File: config.mk
export PLATFORM = sky130hd
export DESIGN_NAME = tt_um_prampal_serial_subtractor_flat
export DESIGN_NICKNAME = d
export VERILOG_FILES = /design/src/rtl/tt_um_prampal_serial_subtractor_if.sv /design/src/rtl/tt_um_prampal_serial_subtractor.sv /design/src/flat_wrapper.sv
export SDC_FILE = /design/constraint.sdc
export NUM_CORES = 1
export LEC_CHECK = 0
export BUFFER_PORTS_ARGS = -buffer_cell sky130_fd_sc_hd__buf_2
export CORE_ASPECT_RATIO = 1.4
export CORE_MARGIN = 1
export CORE_UTILIZATION = 35
export CTS_CLUSTER_DIAMETER = 150
export DETAILED_ROUTE_END_ITERATION = 16
export PLACE_DENSITY_LB_ADDON = 0.15
export REMOVE_ABC_BUFFERS = 1
export SYNTH_ARGS = -nofsm -noshare
export SYNTH_HDL_FRONTEND = slang
export SYNTH_SLANG_ARGS = --single-unit
File: constraint.sdc
create_clock -name clk -period 3.33 [get_ports clk]
set_input_delay 0.1665 -clock clk [delete_from_list [all_inputs] [get_ports clk]]
set_output_delay 0.1665 -clock clk [all_outputs]
set_load 0.02 [all_outputs]
File: src/rtl/tt_um_prampal_serial_subtractor_if.sv
// TinyTapeout tile pin bundle: dedicated inputs, outputs and the bidirectional bank.
// The harness drives through master; the tile sits on slave.
interface tt_um_prampal_serial_subtractor_if;
    logic [7:0] ui_in;
    logic [7:0] uo_out;
    logic [7:0] uio_in;
    logic [7:0] uio_out;
    logic [7:0] uio_oe;
    logic       ena;

    modport master (
        output ui_in, uio_in, ena,
        input  uo_out, uio_out, uio_oe
    );

    modport slave (
        input  ui_in, uio_in, ena,
        output uo_out, uio_out, uio_oe
    );
endinterface

File: src/rtl/tt_um_prampal_serial_subtractor.sv
// Bit-serial WIDTH-bit subtractor D = A - B with registered borrow and synchronised start.
// Results appear on uo_out only when an operation completes.
module tt_um_prampal_serial_subtractor #(
    parameter int WIDTH = 4
) (
    input  logic clk,
    input  logic rst_n,
    tt_um_prampal_serial_subtractor_if.slave io
);
    localparam logic [3:0] MASK = 4'((5'd1 << WIDTH) - 5'd1);
    localparam logic [1:0] LAST = 2'(WIDTH - 1);
    localparam int         PAD  = 4 - WIDTH;

    typedef enum logic [1:0] {IDLE, SHIFT, DONE} state_t;

    state_t     state_reg;
    logic       s1_reg, s2_reg, s3_reg;
    logic [3:0] a_reg, b_reg, res_reg, d_reg;
    logic [1:0] cnt_reg;
    logic       br_reg, borrow_reg, busy_reg, done_reg;

    logic       start_edge;
    logic       a0, b0, d_bit, br_next;
    logic [3:0] res_next;

    assign start_edge = s2_reg & ~s3_reg;
    assign a0         = a_reg[0];
    assign b0         = b_reg[0];
    assign d_bit      = a0 ^ b0 ^ br_reg;
    assign br_next    = (~a0 & b0) | (~(a0 ^ b0) & br_reg);
    assign res_next   = {d_bit, res_reg[3:1]};

    always_ff @(posedge clk or negedge rst_n) begin
        if (!rst_n) begin
            s1_reg <= 1'b0;
            s2_reg <= 1'b0;
            s3_reg <= 1'b0;
        end else begin
            s1_reg <= io.uio_in[0];
            s2_reg <= s1_reg;
            s3_reg <= s2_reg;
        end
    end

    always_ff @(posedge clk or negedge rst_n) begin
        if (!rst_n) begin
            state_reg  <= IDLE;
            a_reg      <= 4'd0;
            b_reg      <= 4'd0;
            res_reg    <= 4'd0;
            d_reg      <= 4'd0;
            cnt_reg    <= 2'd0;
            br_reg     <= 1'b0;
            borrow_reg <= 1'b0;
            busy_reg   <= 1'b0;
            done_reg   <= 1'b0;
        end else begin
            case (state_reg)
                IDLE, DONE: begin
                    if (start_edge) begin
                        a_reg     <= io.ui_in[3:0] & MASK;
                        b_reg     <= io.ui_in[7:4] & MASK;
                        res_reg   <= 4'd0;
                        br_reg    <= 1'b0;
                        cnt_reg   <= 2'd0;
                        busy_reg  <= 1'b1;
                        done_reg  <= 1'b0;
                        state_reg <= SHIFT;
                    end
                end
                SHIFT: begin
                    a_reg   <= a_reg >> 1;
                    b_reg   <= b_reg >> 1;
                    br_reg  <= br_next;
                    res_reg <= res_next;
                    cnt_reg <= cnt_reg + 2'd1;
                    // Result bits enter from bit 3; narrow widths are right-aligned on completion.
                    if (cnt_reg == LAST) begin
                        d_reg      <= res_next >> PAD;
                        borrow_reg <= br_next;
                        busy_reg   <= 1'b0;
                        done_reg   <= 1'b1;
                        state_reg  <= DONE;
                    end
                end
                default: state_reg <= IDLE;
            endcase
        end
    end

    assign io.uo_out  = {1'b0, done_reg, busy_reg, borrow_reg, d_reg};
    assign io.uio_out = 8'h00;
    assign io.uio_oe  = 8'h00;

    logic unused;
    assign unused = &{1'b0, io.ena, io.uio_in[7:1], io.ui_in};
endmodule
File: src/flat_wrapper.sv
// flat-port wrapper written by rule: the top's interface ports become plain ports
module tt_um_prampal_serial_subtractor_flat 
#(
    parameter int WIDTH = 4
)
  (clk, rst_n, io_ui_in, io_uio_in, io_ena, io_uo_out, io_uio_out, io_uio_oe);
  tt_um_prampal_serial_subtractor_if io_i ();
  input  logic clk;
  input  logic rst_n;
  input wire logic [$bits(io_i.ui_in)-1:0] io_ui_in;
  input wire logic [$bits(io_i.uio_in)-1:0] io_uio_in;
  input wire logic [$bits(io_i.ena)-1:0] io_ena;
  output wire logic [$bits(io_i.uo_out)-1:0] io_uo_out;
  output wire logic [$bits(io_i.uio_out)-1:0] io_uio_out;
  output wire logic [$bits(io_i.uio_oe)-1:0] io_uio_oe;
  assign io_i.ui_in = io_ui_in;
  assign io_i.uio_in = io_uio_in;
  assign io_i.ena = io_ena;
  assign io_uo_out = io_i.uo_out;
  assign io_uio_out = io_i.uio_out;
  assign io_uio_oe = io_i.uio_oe;
  tt_um_prampal_serial_subtractor #(.WIDTH(WIDTH)) u_core (.clk(clk), .rst_n(rst_n), .io(io_i));
endmodule
## Word-level counts from Yosys, hierarchy flattened

Cells that the tools add are included.

| storage, ports and cells | value |
|---|---|
| output and inout bits | 24 |
| flip-flop bits (word level) | 27 |

| cells by class | value |
|---|---|
| add/subtract/negate cells | 1 |
| reductions and logical operators | 7 |
| bitwise gates (word level) | 9 |
| multiplexer cells | 18 |
| eq/ne operators | 5 |

Operators with widths:

| cell | number |
|---|---|
| 4-bit case mux with 2 select lines | 3 |
| 4-bit 2-to-1 mux | 3 |
| 2-bit case mux with 2 select lines | 2 |
| 2-bit 2-to-1 mux | 3 |
| 1-bit case mux with 2 select lines | 3 |
| 2-bit AND reduction | 3 |
| 2-bit == test, second input constant | 2 |
| 1-bit 2-to-1 mux | 4 |
| 2-bit by 1-bit inequality test with 1-bit output, second input constant | 2 |
| 1-bit bitwise AND | 3 |
| 1-bit inverter | 3 |
| 3-bit AND reduction | 1 |
| 2-bit by 1-bit adder with 2-bit output, second input constant | 1 |
| 2-bit by 1-bit == test with 1-bit output, second input constant | 1 |
| 2-bit logical NOT | 1 |
| 2-bit nonzero test | 1 |
| 2-bit OR reduction | 1 |
| 1-bit bitwise XOR | 2 |
| 1-bit bitwise OR | 1 |

## Longest topological paths before layout

| logic depth | value |
|---|---|
| depth after elaboration | 5 |
| gate-level depth with buffers | 5 |
| mapped depth without buffers | 4 |

## Worst setup path after synthesis

Ideal clock, no wire load.

| timing | value |
|---|---|
| kind | reg2reg |
| start | register u_core.b_reg[0] |
| end | register u_core.d_reg[3] |
| period minus slack after synthesis | 1259 ps |
| stages on the path, launching flop included | 4 |
| path slack | 2071 ps |
| required time | 3202 ps |
| library setup time | 128 ps |
| arrival | 1131 ps |
| cell sequence | dfrtp_1 inv_1 fa_1 mux2_1 |

| between the ends | value |
|---|---|
| cells in the longest elaborated chain, start to end | 2 |

Ends and longest elaborated chain:

| what | line | RTL |
|---|---|---|
| from (decl) | tt_um_prampal_serial_subtractor.sv:18 | `logic [3:0] a_reg, b_reg, res_reg, d_reg;` |
| from (signal assigned) | tt_um_prampal_serial_subtractor.sv:62 | `b_reg <= io.ui_in[7:4] & MASK;` |
| from (signal assigned) | tt_um_prampal_serial_subtractor.sv:73 | `b_reg <= b_reg >> 1;` |
| 1-bit bitwise XOR (2 in series) | tt_um_prampal_serial_subtractor.sv:29 | `assign d_bit = a0 ^ b0 ^ br_reg;` |
| named net u_core.d_bit | tt_um_prampal_serial_subtractor.sv:23 | `logic a0, b0, d_bit, br_next;` |
| to (signal assigned) | tt_um_prampal_serial_subtractor.sv:79 | `d_reg <= res_next >> PAD;` |
| to (decl) | tt_um_prampal_serial_subtractor.sv:18 |  |

The timed path passes the listed nets, and every way through them passes these cells.
A chain may end at the register's enable or synchronous reset.

## Worst setup path after layout

| timing | value |
|---|---|
| start | register u_core.state_reg[0] |
| end | register u_core.b_reg[1] |

| between the ends | value |
|---|---|
| cells in the longest elaborated chain, start to end | 4 |
| elaborated cells between the ends (all ways) | 8 |

Ends and longest elaborated chain:

| what | line | RTL |
|---|---|---|
| from (decl) | tt_um_prampal_serial_subtractor.sv:16 | `state_t state_reg;` |
| from (signal assigned) | tt_um_prampal_serial_subtractor.sv:47 | `state_reg <= IDLE;` |
| from (signal assigned) | tt_um_prampal_serial_subtractor.sv:68 | `state_reg <= SHIFT;` |
| from (signal assigned) | tt_um_prampal_serial_subtractor.sv:83 | `state_reg <= DONE;` |
| 2-bit == test or 2-bit logical NOT (tied branches) | tt_um_prampal_serial_subtractor.sv:58 | `case (state_reg)` |
| 2-bit OR reduction | tt_um_prampal_serial_subtractor.sv:58 |  |
| 2-bit by 1-bit inequality test with 1-bit output (no source line) or 2-bit nonzero test (tied branches) | n/a |  |
| 2-bit AND reduction (no source line) | n/a |  |

Parallel ways exist; a longest one is shown, timed or not.

==> impl_metrics.csv <==
group,metric,value,unit
grt,grt_pass1_wl,3608,µm
setup_path,start_kind,"flip-flop",
clock_tree,cts_tree,"built",
power,switching_power,477.7,µW
finish,layout_commonest_cell,"dfrtp_1",
yosys,ys_seq_area_share,49.20,%
finish,syn_to_final_growth,7.664,%
grt,antenna_found_initial,0,
sta,whs,0.08701,ns
yosys,synth_warnings,0,
placement,io_buffer_count,17,
power,finalPower,1258,µW
grt,grt_pass1_vias,783,
floorplanning,io_pins,43,
sta,relSlewSlack,52.67,%
yosys,synth-edff-count,0,
yosys,synthArstFlopShare,100.0,%
clock_tree,cts-root-buf,"clkbuf_8",
finish,layout.nets,154,
sta,report.final.slew_viol_count,0,
setup_path,crit_type,"reg -> reg",
finish,layout_common_cells,"26 x dfrtp_1, 17 x nand2_1, 17 x conb_1, 17 x buf_2, 8 x nand3_2",
sta,finalSetupViolCount,0,
grt,met1_usage,15.55,%
power,p_per_area,883.3,nW/µm²
yosys,yosys.cell_types.count,28,
grt,met3_usage,1.818,%
finish,diodes,0,
drt,vias_per_cell,4.770,
clock_tree,clkTransAtPathRegs,0.10,ns
clock_tree,clock_sinks,26,
grt,grt.met2_usage,20.99,%
sta,hold_violations,0,
flow_run,max-cap-violations,0,
sta,fin_crit_sh,50.77,%
finish,drive_above_1_share,25.00,%
setup_path,crit_arrival,1.85,ns
drt,dr.pass1.iters,4,
finish,post-route-util,39.08,%
grt,grt.busiest_layer,"met2",
power,ir_drop,0.0003926,V
placement,routabilityCongestion,0.6833,
setup_path,crit_path_end_kind,"flip-flop",
yosys,syn-cell-area,1323,µm²
sta,min_period,1.691,ns
sta,tightest_slew,0.7085,ns
floorplanning,die_y,74.74,µm
power,p_int,780.0,µW
placement,dp_hpwl,1544,µm
setup_path,critPathMaxFanout,14,
floorplanning,die_area,4032,µm²
finish,final_cells,174,
min_path,hp-class,"in -> reg",
power,p_sw_share,37.98,%
grt,grtUsageTotal,12.83,%
power,power_leakage,0.0007153,µW
grt,grt_max_degree,27,
finish,n_fill_cell,368,
yosys,yosys_register_bits,26,
floorplanning,die_w,53.95,µm
outcome,status,"finished clean",
grt,grt_overflow,0,
drt,drc,0,
sta,rsz0062_at_grt,"false",
clock_tree,numCtsBuffers,3,
floorplanning,row_count,26,
clock_tree,cts_htree_levels,1,
power,combPwrFrac,35.2,%
placement,dp.cells,168,
drt,postRouteAntennaNets,0,
sta,fin_setup_tns,0,ns
clock_tree,hold_buffers,2,
yosys,synth_cells,119,
drt,first_iter_violations,13,
drt,vias,830,
sta,fmax,591.5,MHz
sta,skew,0.008893,ns
yosys,avgSynthCellArea,11.11,µm²
power,p_clk_share,20.9,%
setup_path,cp.required,3.49,ns
floorplanning,coreArea,3643,µm²
clock_tree,post-cts-setup-buffer-count,0,
setup_path,r2r_setup_slack,1.64,ns
drt,drt_wl_total,2186,µm
drt,wl_per_cell,12.56,µm
yosys,synth_ff_type,"dfrtp_1",
power,p_seq_share,43.9,%
clock_tree,cts.path.max_buffers,2,
floorplanning,start_util,36.30,%
clock_tree,cts_resized,0,
clock_tree,clock_latency,0.28,ns
## area by class of cell
cell class / instances / area [µm²] / area share [%]
clock buffers: 3 / 41.29 / 2.900
clock inverters: 1 / 30.03 / 2.109
inverters: 3 / 11.26 / 0.7909
multi-input cells: 80 / 533.0 / 37.43
flip-flops and latches: 26 / 650.6 / 45.69
well taps: 42 / 52.55 / 3.691
repair buffers: 19 / 105.1 / 7.381
## worst paths after layout
| check | start | to | cells past startpoint |
|---|---|---|---|
| worst max-delay path | u_core.state_reg[0] | u_core.b_reg[1] | 3 |
| worst min-delay path | io_ui_in[7] | u_core.b_reg[3] | 3 |
| worst max register to register | u_core.state_reg[0] | u_core.b_reg[1] | 3 |
| worst min register to register | u_core.s1_reg | u_core.s2_reg | 0 |
| max in group asynchronous | rst_n | u_core.b_reg[0] | 2 |
| min in group asynchronous | rst_n | u_core.s2_reg | 2 |
## through the flow
| step | setup WS [ns] | instance area [µm²] |
|---|---|---|
| 2_1_floorplan | 1.951 | 1195 |
| 3_3_place_gp | 1.665 | 1333 |
| 3_5_place_dp | 1.649 | 1333 |
| 4_1_cts | 1.623 | 1424 |
| 5_1_grt | 1.488 | 1424 |
| 6_report | 1.639 | 1424 |
## power by group through the flow
stage / clock network (µW) / registers, µW / logic [µW]
6_report: 263 / 552 / 443
5_1_grt: 280 / 575 / 503
4_1_cts: 268 / 554 / 458
3_5_place_dp: 0 / 559 / 456
3_3_place_gp: 0 / 556 / 445
2_1_floorplan: 0 / 579 / 296
## kinds of logic (layout without fill, tap and decap cells)
group | after synthesis | count (layout) | share of synthesized area (%)
other cells | 1 | 17 | 0.2835
fa+ha+maj | 2 | 2 | 2.460
mux | 10 | 10 | 7.947
simple gates | 40 | 40 | 19.49
flops | 26 | 26 | 49.20
compound gates | 11 | 11 | 5.583
buf+inv | 29 | 26 | 15.04
## cells in the mapped netlist, types with 2 or more instances
master,n,area share [%]
nand3_1,5,1.9
mux2i_1,6,4.5
nand2_1,17,4.8
buf_4,21,12
mux2_1,4,3.4
o21ai_1,5,1.9
a32oi_1,3,2.0
buf_2,3,1.1
nand3_2,8,6.1
nor2b_1,2,0.95
dfrtp_1,26,49
inv_1,2,0.57
or3b_1,2,1.3
## worst max-delay path, cell delays in order, from the launching register on
cell      delay (ns)
dfrtp_1         0.70
nand2b_1        0.50
o22ai_1         0.31
nor2_1          0.07
## layer usage
metal | wire, µm | vias to the layer above
li1 | - | 387
met1 | 946 | 418
met3 | 48 | 4
met4 | 46 | 0
met2 | 1145 | 21
met5 | 0 | -
Power figures use the tool's default switching activity.
